===== src/rtl/beep_pkg.sv =====
// beep_pkg: shared tone codes, song length and FSM state encoding for the beep sequencer.
package beep_pkg;
   localparam logic [7:0] SILENT = 8'h70;
   localparam logic [7:0] TONE_1 = 8'h69;
   localparam logic [7:0] TONE_2 = 8'h72;
   localparam logic [7:0] TONE_3 = 8'h7A;
   localparam logic [7:0] TONE_4 = 8'h6B;
   localparam logic [7:0] TONE_5 = 8'h73;
   localparam logic [7:0] TONE_6 = 8'h74;
   localparam logic [7:0] TONE_7 = 8'h6C;
   localparam logic [7:0] TONE_8 = 8'h75;
   localparam logic [7:0] TONE_9 = 8'h7D;
   localparam int SONG_LEN = 16;
   typedef enum logic [1:0] {IDLE, LIVE, PLAY_NOTE, PLAY_GAP} state_t;
   function automatic logic is_tone(input logic [7:0] c);
      return c inside {TONE_1, TONE_2, TONE_3, TONE_4, TONE_5, TONE_6, TONE_7, TONE_8, TONE_9};
   endfunction
endpackage


===== src/rtl/beep_song_rom.sv =====
// beep_song_rom: combinational 16-entry song table.
//   i_idx  in  4  note index
//   o_code out 8  tone code for that note (SILENT would be a timed rest)
module beep_song_rom
   import beep_pkg::*;
(
   input  logic [3:0] i_idx,
   output logic [7:0] o_code
);
   localparam logic [7:0] SONG [SONG_LEN] = '{
      TONE_1, TONE_2, TONE_3, TONE_4, TONE_5, TONE_6, TONE_7, TONE_8,
      TONE_9, TONE_8, TONE_7, TONE_6, TONE_5, TONE_4, TONE_3, TONE_2
   };
   assign o_code = SONG[i_idx];
endmodule


===== src/rtl/beep_sequencer.sv =====
// beep_sequencer: drives a beeper tone code from live key presses or a built-in timed song.
//   CLK_20M    in   1  system clock
//   RST_N      in   1  asynchronous active-low reset
//   KEY_CODE   in   8  PS/2 scan code
//   KEY_VALID  in   1  strobe qualifying KEY_CODE / KEY_BREAK
//   KEY_BREAK  in   1  strobed code is a release
//   PLAY_START in   1  start the built-in song
//   PLAY_STOP  in   1  abort the song
//   TONE_CODE  out  8  registered tone code, 8'h70 = silence
//   BUSY       out  1  song playing
//   SONG_DONE  out  1  one-cycle pulse on natural song completion
module beep_sequencer
   import beep_pkg::*;
#(
   parameter int TICK_DIV = 20000,
   parameter int NOTE_MS  = 250,
   parameter int GAP_MS   = 20
) (
   input  logic       CLK_20M,
   input  logic       RST_N,
   input  logic [7:0] KEY_CODE,
   input  logic       KEY_VALID,
   input  logic       KEY_BREAK,
   input  logic       PLAY_START,
   input  logic       PLAY_STOP,
   output logic [7:0] TONE_CODE,
   output logic       BUSY,
   output logic       SONG_DONE
);
   localparam int DW = $clog2(TICK_DIV + 1);
   localparam int TW = $clog2((NOTE_MS > GAP_MS ? NOTE_MS : GAP_MS) + 1);
   state_t r_state, w_state;
   logic [7:0] r_tone, w_tone, w_rom;
   logic r_busy, r_done, w_done;
   logic [3:0] r_idx, w_idx, w_rom_idx;
   logic [DW-1:0] r_div, w_div;
   logic [TW-1:0] r_ticks, w_ticks;
   logic w_make, w_release, w_playing, w_div_end, w_phase_end;
   assign w_make      = KEY_VALID && is_tone(KEY_CODE) && !KEY_BREAK;
   assign w_release   = KEY_VALID && KEY_BREAK && KEY_CODE == r_tone;
   assign w_playing   = r_state == PLAY_NOTE || r_state == PLAY_GAP;
   assign w_div_end   = r_div == DW'(TICK_DIV - 1);
   assign w_phase_end = w_div_end && r_ticks == TW'((r_state == PLAY_NOTE ? NOTE_MS : GAP_MS) - 1);
   // In IDLE the rom shows the first note; in a gap it shows the next one.
   assign w_rom_idx   = r_state == PLAY_GAP ? r_idx + 4'd1 : 4'd0;
   beep_song_rom u_rom (.i_idx(w_rom_idx), .o_code(w_rom));
   always_comb begin
      w_state = r_state;
      w_tone  = r_tone;
      w_idx   = r_idx;
      w_done  = 1'b0;
      if (w_make) begin
         w_state = LIVE;
         w_tone  = KEY_CODE;
      end else if (w_playing && PLAY_STOP) begin
         w_state = IDLE;
         w_tone  = SILENT;
      end else if (w_playing && w_phase_end) begin
         if (r_state == PLAY_NOTE) begin
            w_state = PLAY_GAP;
            w_tone  = SILENT;
         end else if (r_idx == 4'(SONG_LEN - 1)) begin
            w_state = IDLE;
            w_tone  = SILENT;
            w_done  = 1'b1;
         end else begin
            w_state = PLAY_NOTE;
            w_idx   = r_idx + 4'd1;
            w_tone  = w_rom;
         end
      end else if (r_state == LIVE && w_release) begin
         w_state = IDLE;
         w_tone  = SILENT;
      end else if (r_state == IDLE && PLAY_START) begin
         w_state = PLAY_NOTE;
         w_idx   = 4'd0;
         w_tone  = w_rom;
      end
      // Counters run only inside a phase and restart on every state change.
      w_div   = (!w_playing || w_state != r_state || w_div_end) ? '0 : r_div + 1'b1;
      w_ticks = (!w_playing || w_state != r_state) ? '0 : w_div_end ? r_ticks + 1'b1 : r_ticks;
   end
   always_ff @(posedge CLK_20M or negedge RST_N) begin
      if (!RST_N) begin
         r_state <= IDLE;
         r_tone  <= SILENT;
         r_busy  <= 1'b0;
         r_done  <= 1'b0;
         r_idx   <= '0;
         r_div   <= '0;
         r_ticks <= '0;
      end else begin
         r_state <= w_state;
         r_tone  <= w_tone;
         r_busy  <= w_state == PLAY_NOTE || w_state == PLAY_GAP;
         r_done  <= w_done;
         r_idx   <= w_idx;
         r_div   <= w_div;
         r_ticks <= w_ticks;
      end
   end
   assign TONE_CODE = r_tone;
   assign BUSY      = r_busy;
   assign SONG_DONE = r_done;
endmodule


===== config.mk =====
export PLATFORM = sky130hd
export DESIGN_NAME = beep_sequencer
export DESIGN_NICKNAME = d
export VERILOG_FILES = /design/src/rtl/beep_pkg.sv /design/src/rtl/beep_song_rom.sv /design/src/rtl/beep_sequencer.sv
export SDC_FILE = /design/constraint.sdc
export NUM_CORES = 1
export LEC_CHECK = 0
export CORE_MARGIN = 2
export CORE_UTILIZATION = 39
export DETAILED_ROUTE_END_ITERATION = 16
export GPL_TIMING_DRIVEN = 0
export HOLD_SLACK_MARGIN = 0.02
export RECOVER_POWER = 25
export SYNTH_ARGS = -nofsm -noshare
export SYNTH_HDL_FRONTEND = slang
export SYNTH_SLANG_ARGS = --single-unit

===== constraint.sdc =====
create_clock -name CLK_20M -period 3 [get_ports CLK_20M]
set_input_delay 0.3 -clock CLK_20M [delete_from_list [all_inputs] [get_ports CLK_20M]]
set_output_delay 0.3 -clock CLK_20M [all_outputs]
set_load 0.02 [all_outputs]

# Word-level counts from Yosys, hierarchy flattened
# Memory sizes are Yosys's and may differ from the RTL's.
# Index checks and enable logic that the tools add are counted.
# classes
add_sub_neg,4
magnitude_cmp,1
n_eq_ne,22
muxes,31
bitwise,3
n_reduce_logical,21
# ops
op,count
$mux 8,12
$eq 8x7->1 const B,9
$mux 4,6
$eq 8x8->1,2
$add 15x1->15 const B,1
$eq 15x15->1 const B,1
$mux 15,1
$mux 2,7
$logic_and 1x1->1,9
$reduce_bool 9->1,1
$add 8x1->8 const B,1
$eq 2x2->1 const B,4
$sub 8x1->8 const B,1
$ne 2x2->1 const B,3
$reduce_and 6->1,1
$ge 5x5->1 const B,1
$mux 1,5
$not 4->5,1
$reduce_bool 5->1,1
$add 4x1->4 const B,1
$eq 4x4->1 const B,1
$logic_or 1x1->1,4
$reduce_bool 2->1,2
$eq 2x1->1 const B,1
other kinds (4),6
# word_totals
regBits,39
romBits,128
output_inout_bits,10
wordCells,90
n_memories,1
# mem_list
name,words,width,read_ports,rd_clocked_by_memory_dff,wr,line_no,text
(no name shown),16,8,1,0,0,beep_song_rom.sv:14,assign o_code = SONG[i_idx];

# Depth between registers and ports, before layout
# Gate-level depths: netlist of the first run.
# depth
depth_word,13
ltp_mapped,10
depth_no_buf,9

# Cells and area by module
# A second synthesis of the first run with hierarchy kept.
# unflattened
cells_unflattened,264
hier_area_um2,2517.4
# modules_own_cells
mod,instances,cells_per_inst,area_each_um2,seq_area_each_um2
beep_sequencer,1,235,2280.9,979.7
beep_song_rom,1,29,236.5,0.0

# Worst setup path before layout of the first run
# No wires, ideal clock.
# synth_timing
path_type,register to register
from,reg r_state[0]
to,"reg r_tone[4], in the netlist TONE_CODE[4]"
setup_time_ns,0.082
arrival_ns,2.078
required_ns,2.918
path_slack_ns,0.840
stages_incl_launch_ff,10
n_path_buf,1
synth_period_minus_slack_ns,2.160
cell_sequence,dfrtp_1 > clkbuf_1 > nand2_1 > or2_2 > ha_1 > o21ai_0 > a31oi_1 > a211oi_1 > a31oi_1 > mux2_2
# synth_between
elab_chain_len,11
elab_cells_between_ends,26
classes_between,1 x add/sub; 4 x eq/ne; 11 x mux; 1 x bitwise; 8 x reduce/logical; 1 x memory
# synth_lines
item,line_no,text
"start, declared",beep_sequencer.sv:32,"state_t r_state, w_state;"
"start signal, assigned",beep_sequencer.sv:93,r_state <= w_state;
$eq 2x2->1,"beep_sequencer.sv:41, beep_sequencer.sv:45",
$mux 4,beep_sequencer.sv:45,assign w_rom_idx = r_state == PLAY_GAP ? r_idx + 4'd1 : 4'd0;
$not 4->5 (not written as such),beep_song_rom.sv:14,
$mem_v2 16x8,n/a,
$mux 8 (not written as such) (2 in a row),beep_song_rom.sv:14,
$mux 8 (on tied branches),"beep_sequencer.sv:74, beep_sequencer.sv:62",
$mux 8 (on tied branches),"beep_sequencer.sv:71, beep_sequencer.sv:59",
$mux 8,beep_sequencer.sv:58,end else if (w_playing && w_phase_end) begin
$mux 8,beep_sequencer.sv:55,end else if (w_playing && PLAY_STOP) begin
$mux 8,beep_sequencer.sv:52,if (w_make) begin
"end signal, assigned",beep_sequencer.sv:94,r_tone <= w_tone;
"end, declared",beep_sequencer.sv:33,"logic [7:0] r_tone, w_tone, w_rom;"
# Several ways; a longest one is shown, not always the timed one. The select of a mux whose other input is x is not followed.
# A chain may end at the register's enable or synchronous reset.

# Worst setup path in the final report of the first run
# Ends and elaborated chain as after synthesis.

==> impl_metrics.py, run 1 <==
metrics = {
    "floorplan": {
        "fp.dieW_um": 82.6,
        "fp-row-count": 28,
        "die_y_um": 82.6,
        "num_io_pins": 24,
        "dieArea_mm2": 0.00682,
        "start_util": 0.405,
        "core_area_mm2": 0.00596,
    },
    "critical_path": {
        "slowest_stage": "dfrtp_1",
        "path_max_fanout": 10,
        "critPathLaunchType": "register",
        "rrSetupSlack_ns": 0.29,
        "reg2regPathDepth": 9,
        "end_kind": "register",
        "max_stage_delay_ns": 0.38,
        "rr_endpoint": "TONE_CODE[4]",
        "worstPathCellList": "clkbuf_1, nand2_1, or2_2, ha_1, o21ai_0, a31oi_1, a211oi_1, a31oi_1, mux2_2",
        "worstPathRequired_ns": 3.23,
        "reg2reg_from": "r_state[0]",
        "setup.worst_path.end": "TONE_CODE[4]",
        "crit_type": "reg2reg",
        "arrival_ns": 2.94,
        "crit_top_cell": "a31oi_1",
        "critPathLaunch": "r_state[0]",
    },
    "global_routing": {
        "antenna_found_initial": 0,
        "grt_overflow": 0,
        "grt_pass1_wl_um": 8450,
        "grt_pass1_vias": 1763,
        "grt_max_degree": 40,
        "grt_usage": 0.162,
    },
    "timing": {
        "relSlewSlack": -0.153,
        "worst_pin_slew_ns": 1.73,
        "finalCritPeriodShare": 0.902,
        "tns_ns": 0,
        "hold_viol_final": 0,
        "setup_viol": 0,
        "slew_violations": 40,
        "fmax_mhz": 369,
        "rsz0062_at_grt": "false",
        "clock_skew_ns": 0.00795,
        "period_minus_slack_ns": 2.71,
    },
    "synth": {
        "synth-edff-count": 0,
        "syn_area_per_cell_um2": 10.1,
        "synth_top_area_share": 0.374,
        "yosys_warnings": 0,
        "synth_area_mm2": 0.00241,
        "synth_flop_cell": "dfrtp_1",
        "seq_area_frac_synth": 0.407,
        "netlist_instances": 239,
        "synth_nets": 260,
        "yosys.cell_types.count": 59,
        "yosys.area.top_type": "dfrtp_1",
        "synth.area.top_cells": "dfrtp_1 (37%), xor2_1 (8.7%), nor2_1 (4.4%), ha_1 (3.6%), dfstp_2 (3.3%)",
        "synth-async-reset-ratio": 1.00,
        "synth-seq-cells": 39,
    },
    "cells_and_area": {
        "design_area_mm2": 0.00283,
        "n_antenna_cell": 0,
        "layout_common_cells": "dfrtp_1 (36), nor2_1 (28), xor2_1 (24), clkdlybuf4s50_1 (21), nand2_1 (12)",
        "final_common_cell": "dfrtp_1",
        "synthToLayoutAreaGrowth_pct": 17.5,
        "drive_gt1_frac": 0.181,
        "nets": 291,
    },
    "clock_network": {
        "clk_latency_ns": 0.29,
        "root_buffer": "clkbuf_8",
        "max-clock-path-buffers": 2,
        "cts_tree": "done",
        "cts.htree.levels": 2,
        "postCtsSetupBuffers": 0,
        "cts_buffers": 5,
        "cts_sinks": 39,
        "clk_pin_slew_ns": 0.08,
    },
    "power": {
        "powerDensity_mw_per_mm2": 443,
        "ir_worst_vdd_mv": 0.274,
        "p_leak_nw": 1.14,
    },
    "status": {
        "status": "complete, but fails checks",
        "violations": "max-capacitance violations, max-slew violations",
    },
    "placed_design": {
        "port-buffer-count": 22,
        "place_congestion": 0.818,
        "post_dp_cell_area_mm2": 0.00274,
        "dp_hpwl_um": 3640,
    },
    "detailed_routing": {
        "vias": 1859,
        "avgRoutedWirePerCell_um": 14.5,
        "drt_pre_antenna_iters": 4,
        "vias_per_cell": 5.37,
        "postRouteAntennaNets": 0,
        "drtIter0Drc": 137,
        "drc_errors": 0,
        "wirelength_um": 5010,
    },
    "worst_hold_path": {
        "holdPathStages": 3,
        "hold_class": "in2reg",
    },
    "job": {
        "drv_cap": 1,
    },
}
## Yosys cell counts, drive strengths merged, types with 3 or more instances
master and count:
o21ai 5, nand2b 3, a211oi 3, buf 4, nand3 11, dfstp 3, nor2 35, a21oi 16
or2 3, a31oi 3, or3 4, nor3 3, xnor2 6, nand4 8, mux2 3, xor2 24
a32oi 4, clkbuf 3, nand2 12, inv 4, dfrtp 36, nand4b 4, and4 3, mux2i 5
and3 5, ha 7, nor4 3
## what timing repair did
item,CTS,global route
hold buffers,1,0
hold endpoints to repair,36,0
gates resized for setup,0,0
## final cells by class
type,count,area (um2)
inverters,4,15.0
fillers,560,3120
clock inverters,1,5.00
multi-input cells,189,1370
flip-flops and latches,39,980
well taps,75,93.8
clock buffers,7,86.3
repair buffers,24,238
plain buffers,7,45.0
## power by group
group	switching [W]	internal [W]
registers	0.0000335	0.000563
logic	0.000160	0.000123
clock network	0.000190	0.000186
## per-stage QoR
stage,utilization,hold slack [ns],std cells,total power (W),setup slack [ns]
finish,0.476,0.452,346,0.00125,0.293
CTS,0.477,0.448,346,0.00127,0.310
global placement,0.457,0.478,336,0.000888,0.401
floorplan,-,0.00441,239,0.000772,0.840
global route,0.476,0.459,346,0.00133,0.125
detailed placement,0.460,0.287,337,0.000893,0.327
## cell families after synthesis
logic type,synth area share
AND/OR/NAND/NOR,0.251
AO/OA/AOI/OAI,0.129
multiplexers,0.0395
buffers and inverters,0.0249
XOR/XNOR,0.112
flip-flops,0.407
adder cells (fa/ha/maj),0.0363
## state kept, by name, summed over array words and instances, names as in the netlist
name	cells
BUSY	1
r_div	15
r_idx	4
SONG_DONE	1
TONE_CODE	8
r_state	2
r_ticks	8
## worst max-delay path, delay by kind of cell (launching register included)
kind                     cells  cell delay, ns
adder cells (fa/ha/maj)      1            0.34
buffers and inverters        1            0.36
AO/OA/AOI/OAI                4            0.63
AND/OR/NAND/NOR              2            0.65
multiplexers                 1            0.27
flip-flops                   1            0.38
## worst min path at each step
stage | slack (ns) | to | from
floorplan | 0.004 | BUSY | RST_N
global placement | 0.48 | r_div[0] | r_div[0]
detailed placement | 0.29 | r_ticks[4] | RST_N
CTS | 0.45 | TONE_CODE[2] | KEY_CODE[2]
global route | 0.46 | TONE_CODE[2] | KEY_CODE[2]
finish | 0.45 | TONE_CODE[2] | KEY_CODE[2]
## routing by layer
layer  vias up  track usage  part of all wire
met5         -            0                 0
met4         0       0.0541             0.012
met3         5       0.0326             0.023
met2        30        0.230              0.44
met1       901        0.243              0.52
li1        923            -                 -
(Power assumes the default switching activity.)
==> inputs of run 2 (changes only) <==
--- a/config.mk
+++ b/config.mk
@@ -5,7 +5,6 @@
 export SDC_FILE = /design/constraint.sdc
 export NUM_CORES = 1
 export LEC_CHECK = 0
-export CORE_MARGIN = 2
 export CORE_UTILIZATION = 39
 export DETAILED_ROUTE_END_ITERATION = 16
 export GPL_TIMING_DRIVEN = 0
==> run 2 against run 1 <==
  * Sequential power is essentially flat
  * Clock skew shrank 0.0023 ns
  * Critical path type unchanged
  * The flow still finishes with violations (max-capacitance violations, max-slew violations)
  * Highest routed layer unchanged
  * Hold slack lost 0.018 ns
  * Sequential share of layout area grew 0.18 points
  * Via count shrank 1.8%
  * First-iteration DRC count shrank 26%
  * Combinational power is essentially flat
==> impl_metrics.py, run 2 (synthesized netlist as in run 1, its figures left out) <==
metrics = {
    "power": {
        "ir_worst_vdd_mv": 0.271,
        "p_sw_w": 0.000375,
        "seq_power_share": 0.470,
        "combPwrFrac": 0.220,
        "pwr-share-clk": 0.310,
        "swShare": 0.296,
        "p_leak_nw": 1.13,
        "internal_power_w": 0.000893,
        "powerDensity_mw_per_mm2": 450,
    },
    "worst_hold_path": {
        "min_to": "TONE_CODE[2]",
        "hold_class": "in2reg",
        "holdPathStages": 3,
        "hold_path.startpoint": "KEY_CODE[2]",
    },
    "floorplan": {
        "dieArea_mm2": 0.00650,
        "start_util": 0.405,
        "fp-row-count": 28,
        "num_io_pins": 24,
        "fp.dieW_um": 80.6,
        "core_area_mm2": 0.00596,
        "die_y_um": 80.6,
    },
    "clock_network": {
        "clk_pin_slew_ns": 0.08,
        "cts_tree": "done",
        "hold_buffers": 0,
        "cts.htree.levels": 2,
        "cts_resized": 0,
        "max-clock-path-buffers": 2,
        "cts_sinks": 39,
        "clk_latency_ns": 0.29,
        "root_buffer": "clkbuf_8",
        "cts_buffers": 5,
        "postCtsSetupBuffers": 0,
    },
    "timing": {
        "relSlewSlack": -0.334,
        "fmax_mhz": 370,
        "clock_skew_ns": 0.00563,
        "hold_viol_final": 0,
        "finalWorstSetupSlack_ns": 0.294,
        "tns_ns": 0,
        "slew_violations": 40,
        "period_minus_slack_ns": 2.71,
        "setup_viol": 0,
        "finalCritPeriodShare": 0.902,
        "rsz0062_at_grt": "false",
        "worst_pin_slew_ns": 2.00,
    },
    "global_routing": {
        "antenna_found_initial": 0,
        "grt_max_degree": 40,
        "grt_usage": 0.169,
        "grt_pass1_wl_um": 8220,
        "grt_pass1_vias": 1702,
        "grt_overflow": 0,
    },
    "detailed_routing": {
        "route.met2.wl_um": 2190,
        "top_layer": "met4",
        "dr_wl_met3_um": 123,
        "avgRoutedWirePerCell_um": 14.3,
        "vias_per_cell": 5.31,
        "drc_errors": 0,
        "drtIter0Drc": 101,
        "met1_length_um": 2490,
        "wirelength_um": 4920,
        "vias": 1826,
        "postRouteAntennaNets": 0,
        "drt_pre_antenna_iters": 4,
    },
    "status": {
        "status": "complete, but fails checks",
        "violations": "max-capacitance violations, max-slew violations",
    },
    "critical_path": {
        "path_max_fanout": 10,
        "reg2reg_from": "r_state[0]",
        "rrSetupSlack_ns": 0.29,
        "rr_endpoint": "TONE_CODE[4]",
        "end_kind": "register",
        "arrival_ns": 2.93,
        "crit_top_cell": "a31oi_1",
        "slowest_stage": "dfrtp_1",
        "worstPathCellList": "clkbuf_1, nand2_1, or2_2, ha_1, o21ai_0, a31oi_1, a211oi_1, a31oi_1, mux2_2",
        "crit_type": "reg2reg",
        "max_stage_delay_ns": 0.38,
        "worstPathRequired_ns": 3.22,
        "critPathLaunchType": "register",
        "reg2regPathDepth": 9,
    },
    "cells_and_area": {
        "synthToLayoutAreaGrowth_pct": 16.9,
        "regMostFlops": "r_div",
        "design_area_mm2": 0.00282,
        "largest_reg_flops": 15,
        "n_antenna_cell": 0,
        "final_common_cell": "dfrtp_1",
        "layout_common_cells": "dfrtp_1 (36), nor2_1 (28), xor2_1 (24), clkdlybuf4s50_1 (21), nand2_1 (12)",
        "nets": 289,
        "drive_gt1_frac": 0.178,
    },
    "placed_design": {
        "place_congestion": 0.831,
        "port-buffer-count": 22,
        "dp_hpwl_um": 3550,
        "post_dp_cell_area_mm2": 0.00272,
        "dp_slack_ns": 0.379,
    },
    "job": {
        "drv_cap": 1,
    },
}
run 2: changes by cell type in the layout (fill, tap and decap cells not counted):
cell and delta:
buf_2 -1, dlymetal6s4s_1 -1, clkbuf_8 +1, clkbuf_1 +1
clkinv_2 -1, dlygate4sd3_1 -1
run 2: metrics by stage:
stage / utilization / total power (W) / cells / hold WS [ns]
after detailed placement: 0.457 / 0.000887 / 336 / 0.463
final: 0.473 / 0.00127 / 344 / 0.434
after CTS: 0.473 / 0.00129 / 344 / 0.142
after global placement: 0.457 / 0.000886 / 336 / 0.475
after floorplan: - / 0.000772 / 239 / 0.00441
after global routing: 0.473 / 0.00134 / 344 / 0.464
run 2: how the worst max path moves through the flow:
stage	slack (ns)	depth (start not counted)	startpoint	to
after global routing	0.17	9	r_state[0]	TONE_CODE[4]
after floorplan	0.84	9	r_state[0]	TONE_CODE[4]
after CTS	0.35	9	r_state[0]	TONE_CODE[4]
final	0.29	9	r_state[0]	TONE_CODE[4]
after global placement	0.39	9	r_state[0]	TONE_CODE[4]
after detailed placement	0.38	9	r_state[0]	TONE_CODE[4]
run 2: final cells by class:
cell class,count,area [um2]
fillers,579,3140
multi-input cells,189,1370
flip-flops and latches,39,980
repair buffers,22,214
clock buffers,8,100
well taps,75,93.8
plain buffers,7,45.0
inverters,4,15.0
run 2: routing by layer:
layer	global-route usage	vias to the layer above
met5	0	-
met4	0.0750	0
met3	0.0307	9
met2	0.247	25
met1	0.241	873
li1	-	919
run 2: worst max-delay path: cells and delay by family (launching register included):
| kind | cells | cell delay (ns) |
|---|---|---|
| AND/OR/NAND/NOR | 2 | 0.64 |
| AO/OA/AOI/OAI | 4 | 0.64 |
| flip-flops | 1 | 0.38 |
| buffers and inverters | 1 | 0.37 |
| adder cells (fa/ha/maj) | 1 | 0.33 |
| multiplexers | 1 | 0.29 |
run 2: power by group through the flow:
| stage | combinational (W) | clock (W) | sequential [W] |
|---|---|---|---|
| 2_1_floorplan | 0.000144 | 0 | 0.000628 |
| 3_3_place_gp | 0.000280 | 0 | 0.000606 |
| 3_5_place_dp | 0.000280 | 0 | 0.000607 |
| 4_1_cts | 0.000281 | 0.000411 | 0.000596 |
| 5_1_grt | 0.000308 | 0.000430 | 0.000604 |
| 6_report | 0.000279 | 0.000394 | 0.000596 |
